[src/rtl/prog_loader_pkg.sv]
// Shared definitions for the boot-time program loader: state encodings and
// default widths for the memory write port.
package prog_loader_pkg;

   localparam int LDR_ADDR_WIDTH = 16;
   localparam int LDR_REG_WIDTH  = 8;

   typedef enum logic [2:0] {
      LDR_IDLE   = 3'd0,
      LDR_LOAD   = 3'd1,
      LDR_VERIFY = 3'd2,
      LDR_CHECK  = 3'd3,
      LDR_FINISH = 3'd4
   } ldr_state_t;

endpackage

[src/rtl/prog_loader_checksum.sv]
// Clearable, enabled modulo-2^REG_WIDTH additive accumulator used for both the
// written-image and read-back checksums.
module ldr_checksum
   import prog_loader_pkg::*;
#(
   parameter int REG_WIDTH = LDR_REG_WIDTH
) (
   input  logic                 clk,
   input  logic                 reset_n,
   input  logic                 clr,
   input  logic                 en,
   input  logic [REG_WIDTH-1:0] din,
   output logic [REG_WIDTH-1:0] sum
);

   always_ff @(posedge clk or negedge reset_n) begin
      if (!reset_n) begin
         sum <= '0;
      end else if (clr) begin
         sum <= '0;
      end else if (en) begin
         sum <= sum + din;
      end
   end

endmodule

[src/rtl/prog_loader.sv]
// Boot-time loader: writes a handshaked byte stream to consecutive addresses,
// optionally reads it back to verify a checksum, then hands the bus to fetch.
module prog_loader
   import prog_loader_pkg::*;
#(
   parameter int ADDR_WIDTH = LDR_ADDR_WIDTH,
   parameter int REG_WIDTH  = LDR_REG_WIDTH
) (
   input  logic                  clk,
   input  logic                  reset_n,
   input  logic                  start,
   input  logic [ADDR_WIDTH-1:0] base_addr,
   input  logic [ADDR_WIDTH-1:0] length,
   input  logic                  verify_en,
   input  logic                  s_valid,
   input  logic [REG_WIDTH-1:0]  s_data,
   output logic                  s_ready,
   output logic                  mem_owner,
   output logic                  mem_we,
   output logic [ADDR_WIDTH-1:0] mem_addr,
   output logic [REG_WIDTH-1:0]  mem_din,
   input  logic [REG_WIDTH-1:0]  mem_dout,
   output logic                  busy,
   output logic                  done,
   output logic                  error,
   output logic [REG_WIDTH-1:0]  sum_exp,
   output logic [REG_WIDTH-1:0]  sum_act,
   output logic                  trigger_program
);

   localparam logic [ADDR_WIDTH-1:0] ADDR_ONE = ADDR_WIDTH'(1);

   ldr_state_t state, state_nxt;

   logic [ADDR_WIDTH-1:0] base_q;
   logic [ADDR_WIDTH-1:0] len_q;
   logic                  verify_q;
   logic [ADDR_WIDTH-1:0] count;
   logic [ADDR_WIDTH-1:0] rcount;
   logic                  rd_vld_p0;
   logic                  rd_vld_p1;

   logic                  start_ok;
   logic                  accept;
   logic                  last_byte;
   logic                  rd_issue;
   logic                  rd_last;
   logic                  chk_fail;

   assign s_ready = (state == LDR_LOAD);

   always_comb begin
      state_nxt = state;
      start_ok  = 1'b0;
      accept    = 1'b0;
      last_byte = 1'b0;
      rd_issue  = 1'b0;
      rd_last   = 1'b0;
      chk_fail  = 1'b0;
      case (state)
         LDR_IDLE: begin
            if (start) begin
               start_ok  = 1'b1;
               state_nxt = (length == '0) ? LDR_FINISH : LDR_LOAD;
            end
         end
         LDR_LOAD: begin
            accept    = s_valid;
            last_byte = s_valid && ((count + ADDR_ONE) == len_q);
            if (last_byte) begin
               state_nxt = verify_q ? LDR_VERIFY : LDR_FINISH;
            end
         end
         LDR_VERIFY: begin
            rd_issue = (rcount != len_q);
            // Reads are issued back to back, so the final capture is the one
            // with no further read in flight behind it.
            rd_last  = rd_vld_p1 && !rd_vld_p0;
            if (rd_last) begin
               state_nxt = LDR_CHECK;
            end
         end
         LDR_CHECK: begin
            chk_fail  = (sum_act != sum_exp);
            state_nxt = chk_fail ? LDR_IDLE : LDR_FINISH;
         end
         LDR_FINISH: begin
            state_nxt = LDR_IDLE;
         end
         default: begin
            state_nxt = LDR_IDLE;
         end
      endcase
   end

   always_ff @(posedge clk or negedge reset_n) begin
      if (!reset_n) begin
         state <= LDR_IDLE;
      end else begin
         state <= state_nxt;
      end
   end

   always_ff @(posedge clk or negedge reset_n) begin
      if (!reset_n) begin
         base_q          <= '0;
         len_q           <= '0;
         verify_q        <= 1'b0;
         count           <= '0;
         rcount          <= '0;
         rd_vld_p0       <= 1'b0;
         rd_vld_p1       <= 1'b0;
         mem_owner       <= 1'b0;
         mem_we          <= 1'b0;
         mem_addr        <= '0;
         mem_din         <= '0;
         busy            <= 1'b0;
         done            <= 1'b0;
         error           <= 1'b0;
         trigger_program <= 1'b0;
      end else begin
         trigger_program <= 1'b0;
         mem_we          <= 1'b0;
         busy            <= (state_nxt != LDR_IDLE);
         // read address out (p0), read data back from memory (p1)
         rd_vld_p0       <= rd_issue;
         rd_vld_p1       <= rd_vld_p0;
         if (start_ok) begin
            base_q    <= base_addr;
            len_q     <= length;
            verify_q  <= verify_en;
            count     <= '0;
            rcount    <= '0;
            done      <= 1'b0;
            error     <= 1'b0;
            mem_owner <= (length != '0);
         end
         if (accept) begin
            mem_we   <= 1'b1;
            mem_addr <= base_q + count;
            mem_din  <= s_data;
            count    <= count + ADDR_ONE;
         end
         if (rd_issue) begin
            mem_addr <= base_q + rcount;
            rcount   <= rcount + ADDR_ONE;
         end
         if (chk_fail) begin
            error     <= 1'b1;
            mem_owner <= 1'b0;
         end
         if (state == LDR_FINISH) begin
            trigger_program <= 1'b1;
            done            <= 1'b1;
            mem_owner       <= 1'b0;
         end
      end
   end

   ldr_checksum #(.REG_WIDTH(REG_WIDTH)) u_sum_exp (
      .clk     (clk),
      .reset_n (reset_n),
      .clr     (start_ok),
      .en      (accept),
      .din     (s_data),
      .sum     (sum_exp)
   );

   ldr_checksum #(.REG_WIDTH(REG_WIDTH)) u_sum_act (
      .clk     (clk),
      .reset_n (reset_n),
      .clr     (start_ok),
      .en      (rd_vld_p1),
      .din     (mem_dout),
      .sum     (sum_act)
   );

endmodule

[config.mk]
export PLATFORM = sky130hd
export DESIGN_NAME = prog_loader
export DESIGN_NICKNAME = d
export VERILOG_FILES = /design/src/rtl/prog_loader_pkg.sv /design/src/rtl/prog_loader_checksum.sv /design/src/rtl/prog_loader.sv
export SDC_FILE = /design/constraint.sdc
export NUM_CORES = 1
export LEC_CHECK = 0
export ABC_AREA = 1
export CELL_PAD_IN_SITES_DETAIL_PLACEMENT = 1
export CELL_PAD_IN_SITES_GLOBAL_PLACEMENT = 1
export CORE_ASPECT_RATIO = 1.1
export CORE_UTILIZATION = 25
export CTS_CLUSTER_DIAMETER = 60
export DETAILED_ROUTE_END_ITERATION = 10
export PLACE_DENSITY_LB_ADDON = 0.1
export SLEW_MARGIN = 20
export SYNTH_ARGS = -nofsm -noshare
export SYNTH_HDL_FRONTEND = slang
export SYNTH_SLANG_ARGS = --single-unit
[constraint.sdc]
create_clock -name clk -period 9.1 [get_ports clk]
set_input_delay 2.73 -clock clk [delete_from_list [all_inputs] [get_ports clk]]
set_output_delay 2.73 -clock clk [all_outputs]
set_load 0.005 [all_outputs]
# --- After elaboration in Yosys (flattened, before gate mapping) ---
# Cells that the tools add are included.
totals:
  latch_bits: 0
  romBits: 0
  input_bits: 53
  mem_bits_rw: 0
  word_cells: 74
  n_memories: 0
  out_inout_bits: 47
  register_bits: 116
op_classes:
  reduce_logical: 14
  n_bitwise: 0
  shifts: 0
  add_sub_neg: 6
  n_eq_ne: 7
  n_lt_le_gt_ge: 0
  div_mod_pow: 0
  mux: 29
  multipliers: 0
ops:
  columns: ["op", "count"]
  rows:
  - ["two-way mux 16 bit", 5]
  - ["adder 16 x 1 -> 16 bit, second input constant", 2]
  - ["adder 16 bit", 2]
  - ["two-way mux 8 bit", 4]
  - ["two-way mux 3 bit", 6]
  - ["adder 8 bit", 2]
  - ["== test 16 bit", 1]
  - ["logical NOT 16 bit", 1]
  - ["!= test 16 bit", 1]
  - ["nonzero test 16 bit", 1]
  - ["two-way mux 1 bit", 13]
  - ["case mux 3 bit (4 select lines)", 1]
  - ["nonzero test 2 bit", 6]
  - ["!= test 8 bit", 1]
  - ["== test 3 x 2 -> 1 bit, second input constant", 2]
  - ["nonzero test 3 bit", 2]
  - ["== test 3 x 1 -> 1 bit, second input constant", 1]
  - ["== test 3 bit, second input constant", 1]
  - ["logical NOT 3 bit", 1]
  - ["logical AND 1 bit", 2]
  - ["logical NOT 1 bit", 1]

# --- Depth between registers and ports, before layout ---
logic_depth:
  depth_word: 6
  mapped_depth: 26
  depth_no_buf: 25

# --- Cells and area by module ---
# Synthesis repeated with hierarchy kept, for this count alone.
hier_totals:
  cells_unflattened: 972
  area_unflattened_um2: 7101.8
by_module_without_submodules:
  columns: ["module", "area_each_um2", "instances", "seq_area_each_um2", "cells_each"]
  rows:
  - ["prog_loader", 5858.1, 1, 2502.4, 812]
  - ["ldr_checksum", 621.8, 2, 200.2, 80]

# --- Worst setup path before layout ---
# No wires, ideal clock.
synth_path:
  kind: "input to register"
  startpoint: "input port s_data[2]"
  endpoint: "register u_sum_exp.sum[7]"
  setup_slack_ps: 4989
  t_arrival_ps: 3988
  cell_stages: 11
  setup_ps: 123
  required_time_ps: 8977
  n_path_buf: 0
  path_cell_list: "ha_1 -> a21oi_1 -> nand2_1 -> nand2_1 -> nand2_1 -> a21oi_1 -> nor2_1 -> o21ai_0 -> nand2_1 -> o21ai_0 -> nand2_1"
synth_via:
  elab_chain_len: 3
synth_rtl:
  columns: ["element", "line", "rtl"]
  rows:
  - ["start: declaration", "prog_loader.sv:16", "input logic [REG_WIDTH-1:0] s_data,"]
  - ["adder 8 bit", "prog_loader_checksum.sv:22", "sum <= sum + din;"]
  - ["two-way mux 8 bit", "prog_loader_checksum.sv:21", "end else if (en) begin"]
  - ["two-way mux 8 bit", "prog_loader_checksum.sv:19", "end else if (clr) begin"]
  - ["end signal: assignment", "prog_loader_checksum.sv:22", null]
  - ["end: declaration", "prog_loader_checksum.sv:13", "output logic [REG_WIDTH-1:0] sum"]
# Every way passes these cells. The select of a mux whose other input is x is not followed.
# A chain may end at the register's enable or synchronous reset.

# --- Final worst setup path ---
layout_path:
  startpoint: "input port start"
  endpoint: "register count[9]"
layout_via:
  elab_chain_len: 3
layout_rtl:
  columns: ["element", "line", "rtl"]
  rows:
  - ["start: declaration", "prog_loader.sv:11", "input logic start,"]
  - ["two-way mux 1 bit", "prog_loader.sv:62", "if (start) begin"]
  - ["two-way mux 1 bit", "prog_loader.sv:60", "case (state)"]
  - ["nonzero test 2 bit (no line)", null, null]
  - ["end signal: assignment", "prog_loader.sv:142", "count <= count + ADDR_ONE;"]
  - ["end: declaration", "prog_loader.sv:38", "logic [ADDR_WIDTH-1:0] count;"]
# Every way passes these cells.

==> results.cfg <==
[pwr]
p_sw_share_pct = 40.5
fin_total_pwr_mw = 2.78
comb_power_share_pct = 42.1
seq_power_share_pct = 33.0
ir_drop_uv = 98.3
power.density_nw_per_um2 = 308
p_switching_mw = 1.12
intPower_mw = 1.65
p_clk_share_pct = 24.9
leakagePower_nw = 4.27

[global_route]
grt_overflow_total = 0
grt_pass1_vias = 6911
grt_pass1_wl_um = 37400
grt_max_degree = 60
grt_use_total_pct = 16.9
antenna_found_initial = 0

[route]
drtIter0Drc = 333
via_count = 6529
wl_per_cell_um = 15.7
vias_per_cell = 4.54
ant_nets = 0
drc_errors = 0
wl_um = 22600
drt-pass1-iter-count = 4

[floorplan]
fp.dieH_um = 178
initial_utilization_pct = 25.4
rows = 64
io_pins = 100
die_w_um = 162
die_area_um2 = 28900
coreArea_um2 = 27800

[setup_path]
worstSetupEndpointType = flip-flop
timing.rr.start = rcount[2]$_DFFE_PN0P_
cp_max_fo = 57
crit_type = input pin to flip-flop
cp-start-kind = input pin
r2r_end = mem_addr[12]$_DFFE_PN0P_
cp.required_ps = 9420
r2r_slack_ps = 4790
worst_ep_arrival_time_ps = 5860
rr_worst_depth = 23

[logic_synthesis]
synth_area_um2 = 7050
syn_nets = 1048
ys_ff_latch = 116
synthDistinctLibCells = 40
netlist_instances = 961
ys_seq_area_share_pct = 41.2
syn_area_per_cell_um2 = 7.34
synth_warnings = 0

[sta]
post-route-min-period_ps = 5540
final.setup_skew_ps = 11.1
timing.hold.ws_ps = 416
finalSetupTns_ps = 0
slew_headroom_pct = 37.4
setup_viol = 0
rsz0062_at_grt = false
max_freq_mhz = 181
fin_crit_sh_pct = 60.8
slew_viol_final = 0
worst_pin_slew_ps = 934
hold_violations = 0
setup_ws_ps = 3560

[clock_tree]
insertion_delay_ps = 420
clk_path_buf_depth = 2
htree_levels = 4
postCtsSetupRepairBufs = 0
clk_transition_reported_paths_ps = 50
cts_tree = built
cts_resized = 0
postCtsHoldBufs = 0
numClockSinks = 116
clockRootBuffer = clkbuf_16
cts_buffers = 17

[final_layout]
antenna_cells = 0
final_common_cell = nand2_1
nets = 1148
drive_above_1_share_pct = 5.21
final_cell_mix = nand2_1, inv_1, dfrtp_1, clkdlybuf4s50_1, o21ai_0
multi_input_area_um2 = 3580
layoutNonFillerInstCount = 1437
fillers = 3367
seq_area_um2 = 2900
syn2layout_area_growth_pct = 27.9

[placed_design]
dp_slack_ps = 3010
gp_congestion = 0.743
port_buffers = 99
dpl.hpwl_um = 17100
dpl.cell_count = 1405

[worst_hold_path]
hold_path_end = rd_vld_p1$_DFF_PN0_
worstHoldStart = rd_vld_p0$_DFF_PN0_
whs_path_depth = 0
min_path_type = flip-flop to flip-flop

[run]
maxCapViolations = 0

[status]
status = complete, no violations
## state kept, by name (all words and copies together) (netlist names), 3 cells and up
signal / cells
mem_din: 8
u_sum_act.sum: 8
state: 3
count: 16
rcount: 16
len_q: 16
base_q: 16
u_sum_exp.sum: 8
mem_addr: 16
## worst max path at each step
stage / from / endpoint / slack [ps] / depth (start not counted)
floorplan: s_data[2] / u_sum_exp.sum[7]$_DFFE_PN0P_ / 4990 / 11
global placement: start / count[14]$_DFFE_PN0P_ / 3160 / 7
detailed placement: start / u_sum_exp.sum[4]$_DFFE_PN0P_ / 3010 / 7
CTS: start / count[13]$_DFFE_PN0P_ / 3450 / 7
global route: start / u_sum_exp.sum[0]$_DFFE_PN0P_ / 3220 / 7
finish: start / count[9]$_DFFE_PN0P_ / 3560 / 7
## critical path, stage by stage
cell             delay (ps)
clkdlybuf4s50_1         420
nand3_2                  70
buf_4                   510
clkinv_1                930
nor2_1                  430
inv_1                   430
o22ai_1                 320
## cell type report
cell class	count	share of cell area, %
Multi-Input combinational cell	694	39.6
Sequential cell	116	32.2
Clock inverter	9	1.41
Clock buffer	23	5.19
Tap cell	363	5.03
Timing Repair Buffer	101	11.1
Inverter	131	5.45
## synth_stat cells, drive strengths merged
cell       n  share of area, %
nand2    318                17
inv      130               6.9
dfrtp    116                41
o21ai     75               5.4
nor2      71               4.3
nand3     61               4.5
a21oi     33               2.3
ha        31               5.5
o22ai     27               2.4
nand4     19               1.8
xor2      13               1.6
clkbuf    12              0.64
nor3      11               1.1
xnor2     10               1.2
buf        8              0.60
o21bai     4              0.43
a21o       3              0.32
a31oi      3              0.27
fa         3              0.85
nor4       3              0.27
nand3b     2              0.21
o32ai      2              0.25
a21boi     1              0.11
clkinv     1             0.053
o2111ai    1              0.12
o31ai      1              0.11
o32a       1              0.14
or2        1             0.089
## logic make-up after synthesis
family,count (synthesis),share of synthesized area (%)
XOR/XNOR,23,2.86
AND/OR/NAND/NOR,486,29.6
flip-flops,116,41.2
buffers and inverters,151,8.21
AO/OA/AOI/OAI,151,11.9
adder cells (fa/ha/maj),34,6.35
## routing by layer
metal  wire length (um)  GRT usage (%)  vias to the layer above  share of wire [%]
met3                638           2.60                       19                2.8
met2              10800           29.1                      102                 48
met1              10900           21.7                     3107                 48
li1                   -              -                     3301                  -
met5                  0              0                        -                  0
met4                280           5.19                        0                1.2
## power by group through the flow
stage | Clock [mW] | Combinational [mW] | Sequential [mW]
floorplan | 0 | 0.767 | 0.855
global placement | 0 | 1.17 | 0.930
detailed placement | 0 | 1.20 | 0.925
CTS | 0.709 | 1.20 | 0.923
global route | 0.736 | 1.36 | 0.951
finish | 0.692 | 1.17 | 0.916
## per-stage QoR
step | utilization [%] | cell area [um2]
finish | 32.5 | 9020
global route | 32.5 | 9020
CTS | 32.5 | 9020
detailed placement | 30.3 | 8430
global placement | 30.3 | 8430
floorplan | - | 7050
(Power assumes the default switching activity.)
==> patch, RTL diff (same settings) <==
The package constant `LDR_ADDR_WIDTH` goes from 16 to 15.
--- a/src/rtl/prog_loader_pkg.sv
+++ b/src/rtl/prog_loader_pkg.sv
@@ -4,3 +4,3 @@
 
-   localparam int LDR_ADDR_WIDTH = 16;
+   localparam int LDR_ADDR_WIDTH = 15;
    localparam int LDR_REG_WIDTH  = 8;
Ports: changed (resized base_addr, length and mem_addr); port bits go from 100 to 97. No check against the original RTL was run, so the function may have changed too.
==> patch against the original RTL <==
Sequential share of layout area grew 1.5 points. Sequential power shrank 8.2%. Count of clock-buffer cells in the layout is 12 lower. Die area is 6.3% lower. Sequential cell count fell by 5. Setup slack better by 0.31 ns. Synthesized cell count is 11% lower. Synthesized area fell by 6.4%. Routed wire length down 6.6%. Via count shrank 10%. Cell area decreased by 8.5%. Power down 23%. Critical path type unchanged. Largest power group unchanged.
==> patch: results (changes against the original RTL) <==
GRT
  • Tot GR Track Use: 16.7% (-0.22 points)
  • Largest net degree at the start of global routing: 56 (-6.7%)
  • First-pass GRT wire length: 34.5 mm (-7.7%)
  • Vias in the first global route: 6254 (-9.5%)

Run status
  • Outcome: completed

Pwr
  • Static Leak: 3.85 nW (-9.9%)
  • Peak VDD IR: 0.0922 mV (-6.1%)

Synth
  • Netlist cell types: 41 (+2.5%)
  • Synth top cells by count: nand2_1 (266), dfrtp_1 (111), inv_1 (93)
  • Gate count after technology mapping: 858 (-11%)
  • Area contributors post-synth: dfrtp_1 (42%), nand2_1 (15%), ha_1 (5.7%)
  • Syn_nets: 942 (-10%)
  • Seq/Total Area, Yosys: 42.1% (+0.93 points)

Clock network
  • CTS root buf: clkbuf_16
  • Reg clk slew, reported paths: 0.08 ns (+0.03 ns)
  • H-tree level count: 3 (-1)
  • Max clock buf depth: 2 (unchanged)
  • Clk_lat worst skew: 0.36 ns (-0.06 ns)
  • Setup bufs post-CTS: 0 (unchanged)
  • CTS Buf Count: 9 (-8)

Setup path
  • Worst Path Max Fanout: 55 (-3.5%)
  • WP data arrival: 5.53 ns (-0.33 ns)

Placed design
  • Placed cells: 1293 (-8.0%)
  • Place WS: 3.43 ns (+0.411 ns)
  • Port bufs: 96 (-3.0%)
  • Routability cong.: 0.771 (+3.8%)
  • Post-DP HPWL: 16.4 mm (-3.9%)

Routing
  • Vias/cell: 4.49 (-1.3%)
  • Initial drt markers: 209 (-37%)
  • Number of vias in the routed layout: 5872 (-10%)
  • Routed length per instance: 16.1 um (+2.5%)

Worst hold path
  • Worst min path class: flop to flop

STA
  • Worst-margin pin slew: 0.859 ns (-0.0751 ns)
  • Final Skew: 0.0163 ns (+0.00518 ns)

Layout
  • Net count, final: 1036 (-9.8%)
  • N_diodes: 0 (unchanged)
  • Fill count: 3121 (-7.3%)
  • Layout cells sized above 1: 4.28% (-0.93 points)
patch: through the flow:
step                utilization (%)  total power [mW]  cell area [sq um]
global placement               30.7              1.76               7970
global route                   31.8              2.35               8260
floorplan                         -              1.37               6600
CTS                            31.8              2.20               8260
detailed placement             30.7              1.77               7970
finish                         31.8              2.15               8260
patch: critical path, stage by stage:
cell and delay, ns:
clkdlybuf4s50_1 0.43, nand3_2 0.08, buf_4 0.46, clkinv_1 0.86, nor2_1 0.72, a22o_1 0.23
patch: logic make-up (layout without fill, tap and decap cells):
| family | count (synthesis) | in the layout | synth area share (%) |
|---|---|---|---|
| simple gates | 410 | 410 | 26.2 |
| xor+xnor | 41 | 41 | 5.65 |
| fa+ha+maj | 33 | 33 | 6.60 |
| buf+inv | 116 | 215 | 6.75 |
| flops | 111 | 111 | 42.1 |
| mux | 1 | 1 | 0.152 |
| compound gates | 146 | 146 | 12.6 |
patch: per-layer routing:
metal / share of wire (%) / GRT usage, % / vias up
met5: 0 / 0 / -
met1: 47 / 21.6 / 2796
met2: 49 / 29.2 / 80
met4: 0.74 / 3.07 / 0
li1: - / - / 2984
met3: 3.1 / 2.86 / 12
patch: area by class of cell:
| class | count | share of cell area, % |
|---|---|---|
| clock buffers | 11 | 2.94 |
| repair buffers | 103 | 12.2 |
| well taps | 352 | 5.33 |
| multi-input cells | 631 | 40.9 |
| flip-flops and latches | 111 | 33.6 |
| clock inverters | 5 | 0.560 |
| inverters | 96 | 4.36 |
patch: final timing paths:
| path | from | to | slack, ns | cells after the start |
|---|---|---|---|---|
| worst max-delay path | start | u_sum_act.sum[0]$_DFFE_PN0P_ | 3.88 | 6 |
| worst min-delay path | rd_vld_p0$_DFF_PN0_ | rd_vld_p1$_DFF_PN0_ | 0.41 | 0 |
| worst max register to register | len_q[7]$_DFFE_PN0P_ | mem_addr[11]$_DFFE_PN0P_ | 5.36 | 18 |
| worst min register to register | rd_vld_p0$_DFF_PN0_ | rd_vld_p1$_DFF_PN0_ | 0.41 | 0 |
| max in group asynchronous | reset_n | len_q[8]$_DFFE_PN0P_ | 5.25 | 3 |
| min in group asynchronous | reset_n | mem_addr[10]$_DFFE_PN0P_ | 2.28 | 1 |
patch: where the power goes:
part | internal, mW | leakage (nW) | switching, mW
Combinational | 0.426 | 2.27 | 0.472
Sequential | 0.654 | 1.43 | 0.187
Clock | 0.200 | 0.143 | 0.206
Total | 1.28 | 3.85 | 0.865
